File: config.mk
export PLATFORM = sky130hd
export DESIGN_NAME = ex_muldiv_unit_flat
export DESIGN_NICKNAME = d
export VERILOG_FILES = /design/src/rtl/muldiv_pkg.sv /design/src/rtl/ex_muldiv_unit_if.sv /design/src/rtl/muldiv_iter_core.sv /design/src/rtl/ex_muldiv_unit.sv /design/src/flat_wrapper.sv
export SDC_FILE = /design/constraint.sdc
export NUM_CORES = 1
export LEC_CHECK = 0
export CAP_MARGIN = 30
export CELL_PAD_IN_SITES_DETAIL_PLACEMENT = 2
export CELL_PAD_IN_SITES_GLOBAL_PLACEMENT = 2
export CORE_MARGIN = 2
export CORE_UTILIZATION = 39
export CTS_BUF_LIST = sky130_fd_sc_hd__clkbuf_4
export DETAILED_ROUTE_END_ITERATION = 7
export DONT_BUFFER_PORTS = 1
export GPL_TIMING_DRIVEN = 0
export HOLD_SLACK_MARGIN = 0.03
export PLACE_DENSITY_LB_ADDON = 0.1
export SETUP_SLACK_MARGIN = 0.3
export SYNTH_ARGS = -nofsm -noshare
export SYNTH_HDL_FRONTEND = slang
export SYNTH_SLANG_ARGS = --single-unit
export TNS_END_PERCENT = 10
File: constraint.sdc
create_clock -name clk -period 4.02 [get_ports clk]
set_input_delay 0.804 -clock clk [delete_from_list [all_inputs] [get_ports clk]]
set_output_delay 0.804 -clock clk [all_outputs]
set_load 0.03 [all_outputs]
File: src/rtl/muldiv_pkg.sv
// rtl/muldiv_pkg.sv - shared op encodings, state enum and default width for the EX mult/div unit
package muldiv_pkg;

  localparam int MD_DATA_W = 32;

  localparam logic [3:0] MD_NONE  = 4'd0;
  localparam logic [3:0] MD_MULT  = 4'd1;
  localparam logic [3:0] MD_MULTU = 4'd2;
  localparam logic [3:0] MD_DIV   = 4'd3;
  localparam logic [3:0] MD_DIVU  = 4'd4;
  localparam logic [3:0] MD_MFHI  = 4'd5;
  localparam logic [3:0] MD_MFLO  = 4'd6;
  localparam logic [3:0] MD_MTHI  = 4'd7;
  localparam logic [3:0] MD_MTLO  = 4'd8;

  typedef enum logic [1:0] {
    IDLE = 2'd0,
    RUN  = 2'd1,
    FIX  = 2'd2
  } md_state_t;

endpackage

File: src/rtl/ex_muldiv_unit_if.sv
// rtl/ex_muldiv_unit_if.sv - ID/EX-side op/operand bundle and hazard/result returns of the mult/div unit
interface ex_muldiv_unit_if #(
  parameter int DATA_W = 32
);
  logic [3:0]        MdOpE;
  logic [DATA_W-1:0] SrcAE;
  logic [DATA_W-1:0] SrcBE;
  logic              FlushE;
  logic              StallMdE;
  logic              BusyE;
  logic [DATA_W-1:0] MdResultE;
  logic [DATA_W-1:0] HiOut;
  logic [DATA_W-1:0] LoOut;

  modport master (
    output MdOpE, SrcAE, SrcBE, FlushE,
    input  StallMdE, BusyE, MdResultE, HiOut, LoOut
  );

  modport slave (
    input  MdOpE, SrcAE, SrcBE, FlushE,
    output StallMdE, BusyE, MdResultE, HiOut, LoOut
  );
endinterface

File: src/rtl/muldiv_iter_core.sv
// rtl/muldiv_iter_core.sv - unsigned iterative engine: shift-add multiply or restoring divide, one bit per clock
module muldiv_iter_core
  import muldiv_pkg::*;
#(
  parameter int DATA_W = MD_DATA_W
) (
  input  logic              clk,
  input  logic              reset,
  input  logic              i_start,
  input  logic              i_is_div,
  input  logic [DATA_W-1:0] i_op_a,
  input  logic [DATA_W-1:0] i_op_b,
  output logic              o_busy,
  output logic              o_done,
  output logic [DATA_W-1:0] o_hi,
  output logic [DATA_W-1:0] o_lo
);
  localparam int CW = $clog2(DATA_W);

  md_state_t         r_state, w_state_nxt;
  logic [CW-1:0]     r_count;
  logic              r_is_div;
  logic [DATA_W-1:0] r_hi, r_lo, r_b;
  logic [DATA_W-1:0] w_hi_nxt, w_lo_nxt;
  logic [DATA_W:0]   w_sum, w_shift, w_diff;

  // hi/lo hold partial product (mul) or remainder/quotient-with-dividend-shifting-out (div)
  always_comb begin
    w_sum   = {1'b0, r_hi} + (r_lo[0] ? {1'b0, r_b} : '0);
    w_shift = {r_hi, r_lo[DATA_W-1]};
    w_diff  = w_shift - {1'b0, r_b};
    if (!r_is_div) begin
      w_hi_nxt = w_sum[DATA_W:1];
      w_lo_nxt = {w_sum[0], r_lo[DATA_W-1:1]};
    end else if (!w_diff[DATA_W]) begin
      w_hi_nxt = w_diff[DATA_W-1:0];
      w_lo_nxt = {r_lo[DATA_W-2:0], 1'b1};
    end else begin
      w_hi_nxt = w_shift[DATA_W-1:0];
      w_lo_nxt = {r_lo[DATA_W-2:0], 1'b0};
    end
  end

  always_comb begin
    w_state_nxt = r_state;
    o_busy      = (r_state != IDLE);
    o_done      = (r_state == FIX);
    case (r_state)
      IDLE:    if (i_start) w_state_nxt = RUN;
      RUN:     if (r_count == CW'(DATA_W - 1)) w_state_nxt = FIX;
      FIX:     w_state_nxt = IDLE;
      default: w_state_nxt = IDLE;
    endcase
  end

  always_ff @(posedge clk) begin
    if (reset) begin
      r_state  <= IDLE;
      r_count  <= '0;
      r_is_div <= 1'b0;
      r_hi     <= '0;
      r_lo     <= '0;
      r_b      <= '0;
    end else begin
      r_state <= w_state_nxt;
      if (r_state == IDLE && i_start) begin
        r_count  <= '0;
        r_is_div <= i_is_div;
        r_hi     <= '0;
        r_lo     <= i_op_a;
        r_b      <= i_op_b;
      end else if (r_state == RUN) begin
        r_count <= r_count + 1'b1;
        r_hi    <= w_hi_nxt;
        r_lo    <= w_lo_nxt;
      end
    end
  end

  assign o_hi = r_hi;
  assign o_lo = r_lo;
endmodule

File: src/rtl/ex_muldiv_unit.sv
// rtl/ex_muldiv_unit.sv - EX-stage MIPS HI/LO unit with stall request; MULDIV_FAST_MUL_EN selects single-cycle multiply
module ex_muldiv_unit
  import muldiv_pkg::*;
#(
  parameter int DATA_W = MD_DATA_W
) (
  input  logic            clk,
  input  logic            reset,
  ex_muldiv_unit_if.slave md
);
  logic [DATA_W-1:0]   r_hi, r_lo;
  logic                r_neg_q, r_neg_r, r_div0, r_is_div;
  logic                w_busy, w_done, w_is_md, w_is_mul, w_is_div, w_signed;
  logic                w_stall, w_accept, w_start;
  logic [DATA_W-1:0]   w_abs_a, w_abs_b, w_core_hi, w_core_lo;
  logic [2*DATA_W-1:0] w_prod, w_prod_fix;
  logic [DATA_W-1:0]   w_quo_fix, w_rem_fix;

  assign w_is_md  = (md.MdOpE >= MD_MULT) && (md.MdOpE <= MD_MTLO);
  assign w_is_mul = (md.MdOpE == MD_MULT) || (md.MdOpE == MD_MULTU);
  assign w_is_div = (md.MdOpE == MD_DIV)  || (md.MdOpE == MD_DIVU);
  assign w_signed = (md.MdOpE == MD_MULT) || (md.MdOpE == MD_DIV);
  assign w_abs_a  = (w_signed && md.SrcAE[DATA_W-1]) ? -md.SrcAE : md.SrcAE;
  assign w_abs_b  = (w_signed && md.SrcBE[DATA_W-1]) ? -md.SrcBE : md.SrcBE;

  // busy covers RUN and FIX, so any HI/LO consumer is held until the write lands
  assign w_stall  = w_busy && w_is_md && !md.FlushE;
  assign w_accept = w_is_md && !md.FlushE && !w_stall;
`ifdef MULDIV_FAST_MUL_EN
  assign w_start  = w_accept && w_is_div;
`else
  assign w_start  = w_accept && (w_is_mul || w_is_div);
`endif

  muldiv_iter_core #(.DATA_W(DATA_W)) u_core (
    .clk      (clk),
    .reset    (reset),
    .i_start  (w_start),
    .i_is_div (w_is_div),
    .i_op_a   (w_abs_a),
    .i_op_b   (w_abs_b),
    .o_busy   (w_busy),
    .o_done   (w_done),
    .o_hi     (w_core_hi),
    .o_lo     (w_core_lo)
  );

  // divide-by-zero forces LO to all-ones; HI naturally ends up as the dividend
  always_comb begin
    w_prod     = {w_core_hi, w_core_lo};
    w_prod_fix = r_neg_q ? -w_prod : w_prod;
    w_quo_fix  = r_div0 ? '1 : (r_neg_q ? -w_core_lo : w_core_lo);
    w_rem_fix  = r_neg_r ? -w_core_hi : w_core_hi;
  end

  always_ff @(posedge clk) begin
    if (reset) begin
      r_hi     <= '0;
      r_lo     <= '0;
      r_neg_q  <= 1'b0;
      r_neg_r  <= 1'b0;
      r_div0   <= 1'b0;
      r_is_div <= 1'b0;
    end else begin
      if (w_start) begin
        r_neg_q  <= w_signed && (md.SrcAE[DATA_W-1] ^ md.SrcBE[DATA_W-1]);
        r_neg_r  <= w_signed && md.SrcAE[DATA_W-1];
        r_div0   <= (md.SrcBE == '0);
        r_is_div <= w_is_div;
      end
      if (w_done) begin
        if (r_is_div) begin
          r_hi <= w_rem_fix;
          r_lo <= w_quo_fix;
        end else begin
          {r_hi, r_lo} <= w_prod_fix;
        end
      end
      if (w_accept && md.MdOpE == MD_MTHI) r_hi <= md.SrcAE;
      if (w_accept && md.MdOpE == MD_MTLO) r_lo <= md.SrcAE;
`ifdef MULDIV_FAST_MUL_EN
      if (w_accept && w_is_mul) begin
        if (w_signed && (md.SrcAE[DATA_W-1] ^ md.SrcBE[DATA_W-1]))
          {r_hi, r_lo} <= -({{DATA_W{1'b0}}, w_abs_a} * {{DATA_W{1'b0}}, w_abs_b});
        else
          {r_hi, r_lo} <= {{DATA_W{1'b0}}, w_abs_a} * {{DATA_W{1'b0}}, w_abs_b};
      end
`endif
    end
  end

  always_comb begin
    md.MdResultE = '0;
    if (!w_busy && md.MdOpE == MD_MFHI) md.MdResultE = r_hi;
    if (!w_busy && md.MdOpE == MD_MFLO) md.MdResultE = r_lo;
  end

  assign md.StallMdE = w_stall;
  assign md.BusyE    = w_busy;
  assign md.HiOut    = r_hi;
  assign md.LoOut    = r_lo;
endmodule

File: src/flat_wrapper.sv
// flat-port wrapper written by rule: the top's interface ports become plain ports
module ex_muldiv_unit_flat import muldiv_pkg::*;
#(
  parameter int DATA_W = MD_DATA_W
)
  (clk, reset, md_MdOpE, md_SrcAE, md_SrcBE, md_FlushE, md_StallMdE, md_BusyE, md_MdResultE, md_HiOut, md_LoOut);
  ex_muldiv_unit_if #(.DATA_W(DATA_W)) md_i ();
  input  logic clk;
  input  logic reset;
  input wire logic [$bits(md_i.MdOpE)-1:0] md_MdOpE;
  input wire logic [$bits(md_i.SrcAE)-1:0] md_SrcAE;
  input wire logic [$bits(md_i.SrcBE)-1:0] md_SrcBE;
  input wire logic [$bits(md_i.FlushE)-1:0] md_FlushE;
  output wire logic [$bits(md_i.StallMdE)-1:0] md_StallMdE;
  output wire logic [$bits(md_i.BusyE)-1:0] md_BusyE;
  output wire logic [$bits(md_i.MdResultE)-1:0] md_MdResultE;
  output wire logic [$bits(md_i.HiOut)-1:0] md_HiOut;
  output wire logic [$bits(md_i.LoOut)-1:0] md_LoOut;
  assign md_i.MdOpE = md_MdOpE;
  assign md_i.SrcAE = md_SrcAE;
  assign md_i.SrcBE = md_SrcBE;
  assign md_i.FlushE = md_FlushE;
  assign md_StallMdE = md_i.StallMdE;
  assign md_BusyE = md_i.BusyE;
  assign md_MdResultE = md_i.MdResultE;
  assign md_HiOut = md_i.HiOut;
  assign md_LoOut = md_i.LoOut;
  ex_muldiv_unit #(.DATA_W(DATA_W)) u_core (.clk(clk), .reset(reset), .md(md_i));
endmodule
Word level (Yosys, flattened, before mapping)
Index checks and enable logic that the tools add are counted.
{ "word_totals": {"reg_bits": 172, "in_bits": 71, "elab_cells": 89} }
{ "classes": {"addsub": 8, "n_lt_le_gt_ge": 2, "eq_ne": 13, "mux": 24, "bitwise": 1, "reduce_logical": 29} }
{ "ops": {"columns": ["operator", "n"], "rows": [
  ["two-way mux 32 bit", 19],
  ["negation 32 bit", 4],
  ["two-way mux 64 bit", 1],
  ["negation 64 bit", 1],
  ["adder 32 x 33 -> 33 bit", 1],
  ["subtractor 33 x 32 -> 33 bit", 1],
  ["logical NOT 32 bit", 1],
  ["equality test 4 x 3 -> 1 bit (second input constant)", 4],
  ["logical AND 1 bit", 14],
  ["equality test 4 x 2 -> 1 bit (second input constant)", 2],
  ["nonzero test 2 bit", 4],
  ["adder 5 x 1 -> 5 bit (second input constant)", 1],
  ["equality test 5 bit (second input constant)", 1],
  ["equality test 4 x 1 -> 1 bit (second input constant)", 1],
  ["equality test 4 bit (second input constant)", 1],
  [">= comparator 4 x 1 -> 1 bit (second input constant)", 1],
  ["<= comparator 4 bit (second input constant)", 1],
  ["logical OR 1 bit", 4],
  ["two-way mux 2 bit", 2],
  ["inequality test 2 bit (second input constant)", 2],
  ["one-hot mux 2 bit (2 select lines)", 1],
  ["logical NOT 1 bit", 3],
  ["equality test 2 x 1 -> 1 bit (second input constant)", 1],
  ["equality test 2 bit (second input constant)", 1],
  ["5 further kinds", 5]
]} }

Depth between registers and ports, before layout
{ "depth": {"ltp_word": 9, "mapped_depth": 15} }

By module
A second synthesis with hierarchy kept.
{ "unflattened": {"cells_unflattened": 2030, "area_unflattened_um2": 14999.4} }
{ "by_module_without_submodules": {"columns": ["module", "instances", "cells_per_inst", "area_per_inst_um2", "seq_area_each_um2"], "rows": [
  ["muldiv_iter_core", 1, 1125, 8465.6, 2082.0],
  ["ex_muldiv_unit", 1, 905, 6533.8, 1361.3]
]} }

Worst setup path before layout
No wires, ideal clock.
{ "synth_path": {"path_kind": "reg-to-reg", "from": "register u_core.u_core.r_lo[0], in the netlist u_core.u_core.o_lo[0]", "to": "register u_core.u_core.r_hi[29], in the netlist u_core.u_core.o_hi[29]", "setup_ns": 0.117, "t_arrival_ns": 3.372, "required_time_ns": 3.903, "slack_ns": 0.531, "path_stages_with_launch": 14, "path_buffers": 0, "cell_sequence": "dfxtp_1 and2_1 ha_1 fa_1 a211oi_2 nor2_1 o31a_1 a41o_1 a211o_1 a21bo_1 o211ai_1 or3b_1 a21o_1 a32o_1"} }
{ "synth_via": {"elab_chain_len": 3} }
{ "synth_rtl": {"columns": ["element", "line_no", "text"], "rows": [
  ["start, declared", "muldiv_iter_core.sv:23", "logic [DATA_W-1:0] r_hi, r_lo, r_b;"],
  ["start signal, assigned", "muldiv_iter_core.sv:70", "r_lo <= i_op_a;"],
  ["start signal, assigned", "muldiv_iter_core.sv:75", "r_lo <= w_lo_nxt;"],
  ["two-way mux 32 bit", "muldiv_iter_core.sv:29", "w_sum = {1'b0, r_hi} + (r_lo[0] ? {1'b0, r_b} : '0);"],
  ["adder 32 x 33 -> 33 bit", "muldiv_iter_core.sv:29", null],
  ["two-way mux 32 bit", "muldiv_iter_core.sv:32", "if (!r_is_div) begin"],
  ["end signal, assigned", "muldiv_iter_core.sv:74", "r_hi <= w_hi_nxt;"],
  ["end, declared", "muldiv_iter_core.sv:23", null]
]} }
Every way passes these cells.
A chain may end at the register's enable or synchronous reset.

Final worst setup path
{ "layout_path": {"from": "register u_core.u_core.r_state[1]", "to": "output md_MdResultE[29]"} }
{ "layout_via": {"elab_chain_len": 5, "elab_cells_between_ends": 6} }
{ "layout_rtl": {"columns": ["element", "line_no", "text"], "rows": [
  ["start, declared", "muldiv_iter_core.sv:20", "md_state_t r_state, w_state_nxt;"],
  ["start signal, assigned", "muldiv_iter_core.sv:65", "r_state <= w_state_nxt;"],
  ["nonzero test 2 bit (*)", "muldiv_iter_core.sv:46", "o_busy = (r_state != IDLE);"],
  ["net md_BusyE", "flat_wrapper.sv:15", "output wire logic [$bits(md_i.BusyE)-1:0] md_BusyE;"],
  ["logical NOT 1 bit (*)", "ex_muldiv_unit.sv:94, ex_muldiv_unit.sv:95", null],
  ["logical AND 1 bit", "ex_muldiv_unit.sv:94", "if (!w_busy && md.MdOpE == MD_MFHI) md.MdResultE = r_hi;"],
  ["two-way mux 32 bit", "ex_muldiv_unit.sv:94", null],
  ["two-way mux 32 bit (*)", "ex_muldiv_unit.sv:95", "if (!w_busy && md.MdOpE == MD_MFLO) md.MdResultE = r_lo;"],
  ["end, declared", "flat_wrapper.sv:16", "output wire logic [$bits(md_i.MdResultE)-1:0] md_MdResultE;"]
]} }
The timed path passes the listed nets; every way through them passes the cells marked *.

==> impl_metrics.py <==
metrics = {
    "run_status": {
        "outcome": "completed",
    },
    "power_and_ir_drop": {
        "p_int_mw": 2.806,
        "pwr-share-clk": 0.270,
        "swShare": 0.3951,
        "irDropWorstVdd_uv": 192.2,
        "seq_power_share": 0.411,
        "pwr-share-comb": 0.319,
        "p_switching_mw": 1.833,
        "power_density_nw_per_um2": 309.8,
        "p_leak_nw": 5.496,
        "total_power_mw": 4.639,
    },
    "place": {
        "dp_hpwl_um": 52000,
        "placedInstanceArea_um2": 14390,
        "dp.cells": 2274,
        "gp_congestion": 0.9407,
        "port-buffer-count": 0,
        "pre_cts_slack_ns": -0.3545,
    },
    "route": {
        "ant_nets": 0,
        "route.detailed.drc": 0,
        "routed.top_layer": "met4",
        "vias_per_cell": 6.527,
        "wl_met2_um": 32390,
        "wl_met3_um": 3775,
        "wl_per_cell_um": 29.02,
        "drt_wl_total_um": 67360,
        "first_iter_violations": 1040,
        "vias": 15150,
        "first_pass_iters": 8,
        "drt-met1-wl_um": 26940,
    },
    "critical_path": {
        "worstSetupPathType": "flip-flop to primary output",
        "crit_path_end_kind": "primary output",
        "path_max_fanout": 10,
        "slowest_stage": "or2_2",
        "path_cells": "or2_2 > nor2_1 > and4b_1 > clkbuf_2 > clkbuf_1 > a22o_1",
        "cpPeakStageDelay_ns": 0.45,
        "worst-path-buf-inv": 2,
        "ff2ff_path_depth": 14,
        "timing.critical_path.required_ns": 3.22,
        "crit_path_start_kind": "flip-flop",
        "crit_start": "u_core.u_core.r_state[1]$_SDFFE_PP0P_",
        "r2r-start": "u_core.u_core.o_lo[0]$_SDFFE_PP0P_",
        "worst-path-stages": 6,
        "critPathArrivalTime_ns": 2.99,
        "crit_family": "simple AND/OR/NAND/NOR gates",
    },
    "floorplanning": {
        "core_area_um2": 34630,
        "row_count": 68,
        "dieArea_um2": 36820,
        "start_util": 0.3975,
        "die_width_um": 191.9,
        "io_pins": 169,
        "chipHeight_um": 191.9,
    },
    "layout": {
        "fin_util": 0.4324,
        "area_growth_syn_to_layout_pct": 8.781,
        "final_cell_mix": "a21oi_1, nor2_1, dfxtp_1",
        "layout_commonest_cell": "a21oi_1",
        "final_nets": 1994,
        "layout-drive-gt1-share": 0.06069,
        "final_cells": 2321,
        "finalInstanceArea_um2": 14970,
    },
    "synth": {
        "yosysWarnings": 0,
        "async_reset_ff_frac": 0,
        "syn-num-nets": 1956,
        "ys_seq_elements": 172,
        "ys_types": 73,
        "synth_edf_count": 0,
        "synth.top_cell.area_share": 0.2501,
        "synthFlopType": "dfxtp_1",
        "ys_seq_area_frac": 0.2501,
        "yosys.area.top_type": "dfxtp_1",
        "synthesis.area_um2": 13770,
        "syn-instance-count": 1813,
        "yosys-top-cells-area": "dfxtp_1, ha_1, a21oi_1",
        "syn_avg_cell_area_um2": 7.593,
    },
    "flow_run": {
        "cap_violations": 0,
    },
    "clock_network": {
        "path_clk_slew_ns": 0.19,
        "clk_latency_ns": 0.69,
        "cts_tree": "built",
        "cts_sinks": 172,
        "holdBufCountCts": 0,
        "cts-buffers-inserted": 17,
        "cts-root-buf": "clkbuf_4",
        "htree_levels": 4,
        "cts_buffer_depth": 2,
    },
    "worst_hold_path": {
        "hold_start": "md_SrcAE[17]",
        "hp-class": "input port to flip-flop",
        "whs_path_depth": 2,
    },
    "timing": {
        "setup_violations": 0,
        "fin_crit_sh": 0.9446,
        "fmax_ghz": 0.2634,
        "rsz0062_at_grt": "true",
        "period_minus_slack_ns": 3.797,
        "hold_slack_ns": 0.2231,
        "final_max_slew_viol_count": 0,
        "tightest_slew_ns": 1.114,
        "tns_ns": 0,
        "skew_ns": 0.04125,
        "finalHoldViolations": 0,
        "slew_headroom": 0.2571,
        "worst_slack_ns": 0.2228,
    },
    "global_routing": {
        "overflow": 0,
        "antenna_found_initial": 3,
        "grt_max_degree": 17,
        "grt_usage": 0.3632,
        "grt_pass1_wl_um": 99850,
        "grt_pass1_vias": 15890,
    },
}
-- power groups by stage --
| stage | Clock, mW | Combinational (mW) | Sequential [mW] |
|---|---|---|---|
| 2_1_floorplan | 0 | 0.955 | 1.89 |
| 3_3_place_gp | 0 | 1.32 | 1.93 |
| 3_5_place_dp | 0 | 1.36 | 1.94 |
| 4_1_cts | 1.25 | 1.42 | 1.90 |
| 5_1_grt | 1.31 | 1.59 | 1.91 |
| 6_report | 1.25 | 1.48 | 1.91 |
-- layer usage --
metal / track usage / vias to the layer above
met5: 0 / -
li1: - / 6778
met3: 0.05518 / 184
met4: 0.2133 / 0
met1: 0.4225 / 7621
met2: 0.6307 / 566
-- logic make-up (layout without fill, tap and decap cells) --
family / count (synthesis) / in the layout / synth area share
AOI/OAI and AO/OA: 668 / 668 / 0.3135
xor gates and xnor gates: 177 / 177 / 0.1145
adders and majority gates: 72 / 72 / 0.06653
buffers and inverters: 172 / 221 / 0.04826
DFF: 172 / 172 / 0.2501
muxes: 45 / 45 / 0.03281
other: 0 / 4 / 0
and+or+nand+nor: 507 / 507 / 0.1742
-- state kept, by name, summed over array words and instances (netlist names) --
signal and cells:
u_core.md.LoOut 32, u_core.u_core.r_b 32, u_core.md.HiOut 32, u_core.r_neg_q 1, u_core.r_is_div 1, u_core.r_neg_r 1
u_core.u_core.r_count 5, u_core.u_core.r_is_div 1, u_core.u_core.o_lo 32, u_core.u_core.o_hi 32, u_core.r_div0 1, u_core.u_core.r_state 2
-- repair_timing --
item / CTS / global route
setup buffers: 8 / 5
gates resized for setup: 31 / 33
endpoints found under the hold margin: 0 / 0
endpoints found under the setup margin: 85 / 65
pin swaps: 8 / 5
-- final timing paths --
kind / to / slack (ns)
worst max-delay path: md_MdResultE[29] / 0.22
worst min-delay path: u_core.md.LoOut[17]$_SDFFE_PP0P_ / 0.22
worst max register to register: u_core.u_core.o_hi[29]$_SDFFE_PP0P_ / 0.29
worst min register to register: u_core.u_core.r_count[1]$_SDFFE_PP0P_ / 0.49
-- area by class of cell --
class,count,area [µm²]
diodes,4,10.01
plain buffers,119,490.5
clock buffers,17,127.6
clock inverters,13,190.2
fillers,4075,19650
inverters,53,198.9
multi-input cells,1469,9773
flip-flops and latches,172,3466
well taps,455,569.3
repair buffers,19,148.9
-- cells in the mapped netlist (11+ instances only) --
cell,number
a31oi_1,11
xor2_1,80
nor2b_1,16
nor2_1,174
or4_1,12
or3_1,20
ha_1,70
dfxtp_1,172
a211oi_1,51
a22oi_1,37
a22o_1,34
mux2i_1,44
nand4_1,15
nor3_1,44
nand3_1,21
nand2b_1,19
o21ai_0,143
and3_1,15
clkbuf_1,102
a21o_1,42
nor4_1,18
nand2_1,123
inv_1,53
o31ai_1,28
xnor2_1,95
a21oi_1,174
a221oi_1,21
o22ai_1,41
Note: power is estimated with default switching activity, not from simulation.
